<file path="src/rtl/regfile_port_sequencer.sv">
// Shares the register file write port and rs2 read port between core writeback,
// a debug peek/poke port and a soft-clear sequencer that zeroes x1..x31.
module regfile_port_sequencer #(
  parameter int unsigned DBG_STARVE = 8
) (
  input  logic        Clk,
  input  logic        reset,
  input  logic        wb_en,
  input  logic [4:0]  wb_addr,
  input  logic [31:0] wb_data,
  input  logic        core_rs2_used,
  input  logic [4:0]  core_rs2_addr,
  output logic        core_stall,
  input  logic        dbg_req_valid,
  input  logic        dbg_req_write,
  input  logic [4:0]  dbg_req_addr,
  input  logic [31:0] dbg_req_wdata,
  output logic        dbg_req_ready,
  output logic        dbg_rsp_valid,
  output logic [31:0] dbg_rsp_rdata,
  input  logic        clr_start,
  output logic        clr_busy,
  output logic        clr_done,
  output logic        rf_we,
  output logic [4:0]  rf_addr_d,
  output logic [31:0] rf_data_d,
  output logic [4:0]  rf_addr_b,
  input  logic [31:0] rf_data_b
);

  localparam int unsigned AW = 5;
  localparam int unsigned DW = 32;
  localparam int unsigned CW = 8;
  localparam logic [AW-1:0] CLR_FIRST = AW'(1);
  localparam logic [AW-1:0] CLR_LAST  = AW'(31);
  localparam logic [CW-1:0] STARVE_LIMIT = CW'(DBG_STARVE);

  typedef enum logic {
    S_IDLE  = 1'b0,
    S_CLEAR = 1'b1
  } state_e;

  state_e          state_q, state_d;
  logic            core_stall_q, core_stall_d;
  logic            rsp_valid_q, rsp_valid_d;
  logic [DW-1:0]   rsp_rdata_q, rsp_rdata_d;
  logic            clr_busy_q, clr_busy_d;
  logic            clr_done_q, clr_done_d;
  logic [CW-1:0]   starve_q, starve_d;
  logic [AW-1:0]   clr_cnt_q, clr_cnt_d;
  logic            dbg_accept;

  // Next-state, port steering and handshake.
  always_comb begin
    state_d       = state_q;
    core_stall_d  = 1'b0;
    rsp_valid_d   = 1'b0;
    rsp_rdata_d   = rsp_rdata_q;
    clr_busy_d    = 1'b0;
    clr_done_d    = 1'b0;
    starve_d      = starve_q;
    clr_cnt_d     = clr_cnt_q;
    dbg_req_ready = 1'b0;
    dbg_accept    = 1'b0;
    rf_we         = 1'b0;
    rf_addr_d     = '0;
    rf_data_d     = '0;
    rf_addr_b     = core_rs2_addr;

    case (state_q)
      S_IDLE: begin
        // A core writing through a stall still owns the write port.
        if (!reset && !clr_start) begin
          if (dbg_req_write) dbg_req_ready = !wb_en;
          else               dbg_req_ready = !core_rs2_used || core_stall_q;
        end
        dbg_accept = dbg_req_valid && dbg_req_ready;

        if (wb_en) begin
          rf_we     = 1'b1;
          rf_addr_d = wb_addr;
          rf_data_d = wb_data;
        end else if (dbg_accept && dbg_req_write) begin
          rf_we     = 1'b1;
          rf_addr_d = dbg_req_addr;
          rf_data_d = dbg_req_wdata;
        end

        if (dbg_accept && !dbg_req_write) rf_addr_b = dbg_req_addr;

        if (dbg_accept) begin
          rsp_valid_d = 1'b1;
          rsp_rdata_d = dbg_req_write ? '0 : rf_data_b;
        end

        if (dbg_accept || !dbg_req_valid) begin
          starve_d = '0;
        end else begin
          starve_d     = starve_q + CW'(1);
          core_stall_d = (starve_d == STARVE_LIMIT);
        end

        if (clr_start) begin
          state_d      = S_CLEAR;
          clr_cnt_d    = CLR_FIRST;
          core_stall_d = 1'b1;
          clr_busy_d   = 1'b1;
        end
      end

      S_CLEAR: begin
        rf_we     = 1'b1;
        rf_addr_d = clr_cnt_q;
        rf_data_d = '0;
        starve_d  = '0;
        if (clr_cnt_q == CLR_LAST) begin
          state_d    = S_IDLE;
          clr_cnt_d  = CLR_FIRST;
          clr_done_d = 1'b1;
        end else begin
          clr_cnt_d    = clr_cnt_q + AW'(1);
          core_stall_d = 1'b1;
          clr_busy_d   = 1'b1;
        end
      end

      default: state_d = S_IDLE;
    endcase

    // Reset aborts a clear immediately, so no write may land in the reset cycle.
    if (reset) rf_we = 1'b0;
  end

  always_ff @(posedge Clk) begin
    if (reset) begin
      state_q      <= S_IDLE;
      core_stall_q <= 1'b0;
      rsp_valid_q  <= 1'b0;
      rsp_rdata_q  <= '0;
      clr_busy_q   <= 1'b0;
      clr_done_q   <= 1'b0;
      starve_q     <= '0;
      clr_cnt_q    <= CLR_FIRST;
    end else begin
      state_q      <= state_d;
      core_stall_q <= core_stall_d;
      rsp_valid_q  <= rsp_valid_d;
      rsp_rdata_q  <= rsp_rdata_d;
      clr_busy_q   <= clr_busy_d;
      clr_done_q   <= clr_done_d;
      starve_q     <= starve_d;
      clr_cnt_q    <= clr_cnt_d;
    end
  end

  assign core_stall    = core_stall_q;
  assign dbg_rsp_valid = rsp_valid_q;
  assign dbg_rsp_rdata = rsp_rdata_q;
  assign clr_busy      = clr_busy_q;
  assign clr_done      = clr_done_q;

endmodule

</file>
<file path="config.mk">
export PLATFORM = sky130hd
export DESIGN_NAME = regfile_port_sequencer
export DESIGN_NICKNAME = d
export VERILOG_FILES = /design/src/rtl/regfile_port_sequencer.sv
export SDC_FILE = /design/constraint.sdc
export NUM_CORES = 1
export LEC_CHECK = 0
export ABC_CLOCK_PERIOD_IN_PS = 1900
export CELL_PAD_IN_SITES_DETAIL_PLACEMENT = 1
export CELL_PAD_IN_SITES_GLOBAL_PLACEMENT = 1
export CORE_MARGIN = 3
export CORE_UTILIZATION = 22
export DETAILED_ROUTE_END_ITERATION = 16
export HOLD_SLACK_MARGIN = 0.12
export PLACE_DENSITY_LB_ADDON = 0.1
export REMOVE_ABC_BUFFERS = 1
export SETUP_SLACK_MARGIN = 0.1
export SLEW_MARGIN = 0
export SYNTH_ARGS = -nofsm -noshare
export SYNTH_HDL_FRONTEND = slang
export SYNTH_SLANG_ARGS = --single-unit
</file>
<file path="constraint.sdc">
create_clock -name Clk -period 1.9 [get_ports Clk]
set_input_delay 0.285 -clock Clk [delete_from_list [all_inputs] [get_ports Clk]]
set_output_delay 0.285 -clock Clk [all_outputs]
set_load 0.005 [all_outputs]
</file>
==> flow_metrics.tcl <==
set metrics [dict create \
    grt_first_pass_wirelength_mm 17.86 \
    leakagePower_nw 1.954 \
    io_pins 198 \
    synth_enable_flop_cells 0 \
    fillers 1272 \
    drtAntennaViolNets 0 \
    clock_skew_ps 1.812 \
    dieWidth_um 112.8 \
    place_ws_ps -657.2 \
    cts_buffer_depth 2 \
    p_per_area_nw_per_um2 514.1 \
    die_h_um 112.8 \
    hold_depth 4 \
    max_freq_mhz 489.0 \
    crit_path_end_kind "primary output" \
    hold_path.class "in2reg" \
    core_area_um2 10980 \
    multi_input_comb_area_um2 1464 \
    drc_errors 0 \
    htree_levels 2 \
    avgSynthCellArea_um2 8.366 \
    grt_overflow_total 0 \
    viasPerCell 4.728 \
    hold_violations 0 \
    dp_hpwl_mm 8.486 \
    crit_type "reg2out" \
    synthMostInstantiatedCell "nor2_1" \
    clk_pin_slew_ps 70 \
    violations "setup timing" \
    num_vias 3106 \
    async_reset_ff_frac 0 \
    drt_iter0_markers 220 \
    regToRegSetupSlack_ps 180 \
    first_global_vias 3363 \
    clk_latency_ps 290 \
    nNetsFinal 637 \
    ys_seq_area_frac 0.3908 \
    fin_util 0.4555 \
    yosysTopAreaCellShare 0.3908 \
    row_count 38 \
    regArea_um2 984.7 \
    r2r-start "core_stall" \
    drt_wl_total_mm 11.76 \
    syn_area_um2 2510 \
    status "finished, violations left" \
    tritoncts "built" \
    antenna_found_initial 0 \
    tightest_slew_ps 459.6 \
    tns_ps -772.1 \
    arrival_ps 1760 \
    fin_ws_ps -145.1 \
    gp_congestion 0.8235 \
    reg2reg_to "dbg_rsp_rdata[28]" \
    dieArea_um2 12730 \
    port-buffer-count 197 \
    synth_cell_types 39 \
    initial_core_util 0.2285 \
    yosys-top-cells-count "83 x nor2_1, 61 x a22oi_1, 49 x dfxtp_1" \
    rsz0062_at_grt "yes" \
    yosys-top-cells-area "dfxtp_1 39%, a22oi_1 18%, nor2_1 12%, a22oi_2 3.5%, mux2_2 2.2%" \
    syn_to_final_growth_pct 99.30 \
    yosysWarnings 0 \
    cts_sinks 49 \
    ys_ff_latch 49 \
    numCtsBuffers 5 \
    gr-usage-all-layers 0.1763 \
    cp-start-kind "register" \
    cts_root_buf "clkbuf_16" \
    setup_violations 6 \
    yosysTopAreaCell "dfxtp_1" \
    slew_viol_final 0 \
    drive_gt1_frac 0.2481 \
    hold_start "clr_start" \
    rr_worst_depth 7 \
    max-vdd-ir-drop_mv 0.3041 \
    syn_inst 300 \
    power.total_w 0.002572 \
    avgRoutedWirePerCell_um 17.90 \
    fin_crit_sh 1.076 \
    crit_fanout 5 \
    required_ps 1620 \
    grt_max_degree 42 \
    finalCriticalPeriod_ps 2045 \
    hold_end "clr_cnt_q[0]" \
    synthFlopType "dfxtp_1" \
    maxSlewHeadroom 0.6936 \
    cap_violations 0 \
    dr.pass1.iters 4 \
]
through the flow:
stage | hold WS, ps | instance area, um^2 | instances
3_3_place_gp | 484.8 | 4648 | 628
2_1_floorplan | 354.1 | 2367 | 275
5_1_grt | 446.4 | 5000 | 656
6_report | 402.9 | 5002 | 657
3_5_place_dp | 496.0 | 4648 | 628
4_1_cts | 414.3 | 5054 | 654
cell usage in the layout, fill, tap and decap left out, types with 2 or more instances in the layout:
cell type	Yosys	layout
dfxtp_1	49	46
buf_2	3	24
buf_6	2	9
mux2_4	0	2
xor2_1	3	3
xnor2_1	4	4
buf_4	5	21
o21ai_0	8	4
a31oi_1	2	2
clkbuf_2	0	18
nor3b_1	2	2
clkdlybuf4s50_1	0	148
o21ai_1	0	4
a22oi_2	7	17
nand2_1	8	8
nor3_1	2	2
a22oi_1	61	51
nor2_1	83	83
a21oi_1	8	8
buf_16	0	4
ha_2	0	2
nand3_1	6	6
mux2_2	5	3
and3_1	2	2
dfxtp_2	0	3
inv_1	5	5
buf_8	1	3
clkbuf_16	0	5
buf_12	0	5
report_power, final:
| group | leakage (nW) | internal (W) | switching [W] |
|---|---|---|---|
| clock network | 0.0712 | 0.000492 | 0.000392 |
| registers | 0.397 | 0.00104 | 0.0000139 |
| logic | 1.49 | 0.000392 | 0.000237 |
worst max-delay path by stage:
| stage | slack, ps | end | from |
|---|---|---|---|
| after CTS | -140 | rf_addr_b[3] | core_stall |
| after global placement | -630 | rf_addr_d[2] | reset |
| final | -150 | rf_addr_b[3] | core_stall |
| after global routing | -180 | rf_addr_b[3] | core_stall |
| after detailed placement | -660 | rf_addr_d[2] | clr_start |
| after floorplan | -700 | rf_addr_b[0] | clr_busy |
flip-flops by register name, summed over array words and instances, names as in the netlist:
name,flops
dbg_rsp_rdata,32
core_stall,1
clr_done,1
clr_busy,1
clr_cnt_q,5
dbg_rsp_valid,1
starve_q,8
worst max-delay path, cell delays in order, from the launching register on:
cell	delay [ps]
dfxtp_2	330
or3b_4	420
nand4_4	130
nor2_8	60
buf_6	120
mux2_4	300
buf_6	120
kinds of logic (layout without fill, tap and decap cells):
kind of cell | count (synthesis) | count (layout) | synth area share
simple gates | 115 | 115 | 0.2109
mux | 5 | 5 | 0.02243
xor+xnor | 7 | 7 | 0.02443
other cells | 0 | 1 | 0
buf+inv | 30 | 246 | 0.06431
flops | 49 | 49 | 0.3908
compound gates | 90 | 90 | 0.2672
fa+ha+maj | 4 | 4 | 0.01994
final cells by class:
class                           count  share of cell area
Antenna cell                        1           0.0005002
Clock buffer                        6             0.02576
Clock inverter                      2            0.002751
Inverter                            5            0.003752
Multi-Input combinational cell    221              0.2926
Sequential cell                    49              0.1968
Tap cell                          140             0.03502
Timing Repair Buffer              233              0.4427
per-layer routing:
layer | wire (um) | share of wire | up-vias | GRT usage
li1 | - | - | 1507 | -
met1 | 4351 | 0.37 | 1475 | 0.1838
met2 | 6394 | 0.54 | 112 | 0.3432
met3 | 849 | 0.072 | 12 | 0.05348
met4 | 163 | 0.014 | 0 | 0.03926
met5 | 0 | 0 | - | 0
timing repair:
| item | 4_1_cts | 5_1_grt |
|---|---|---|
| hold buffers | 0 | 0 |
| endpoints found under the setup margin | 50 | 46 |
| cloned | 5 | 0 |
| buffers inserted | 14 | 4 |
| pin swaps | 28 | 29 |
| resized for setup | 173 | 53 |
Note: power is estimated with default switching activity, not from simulation.
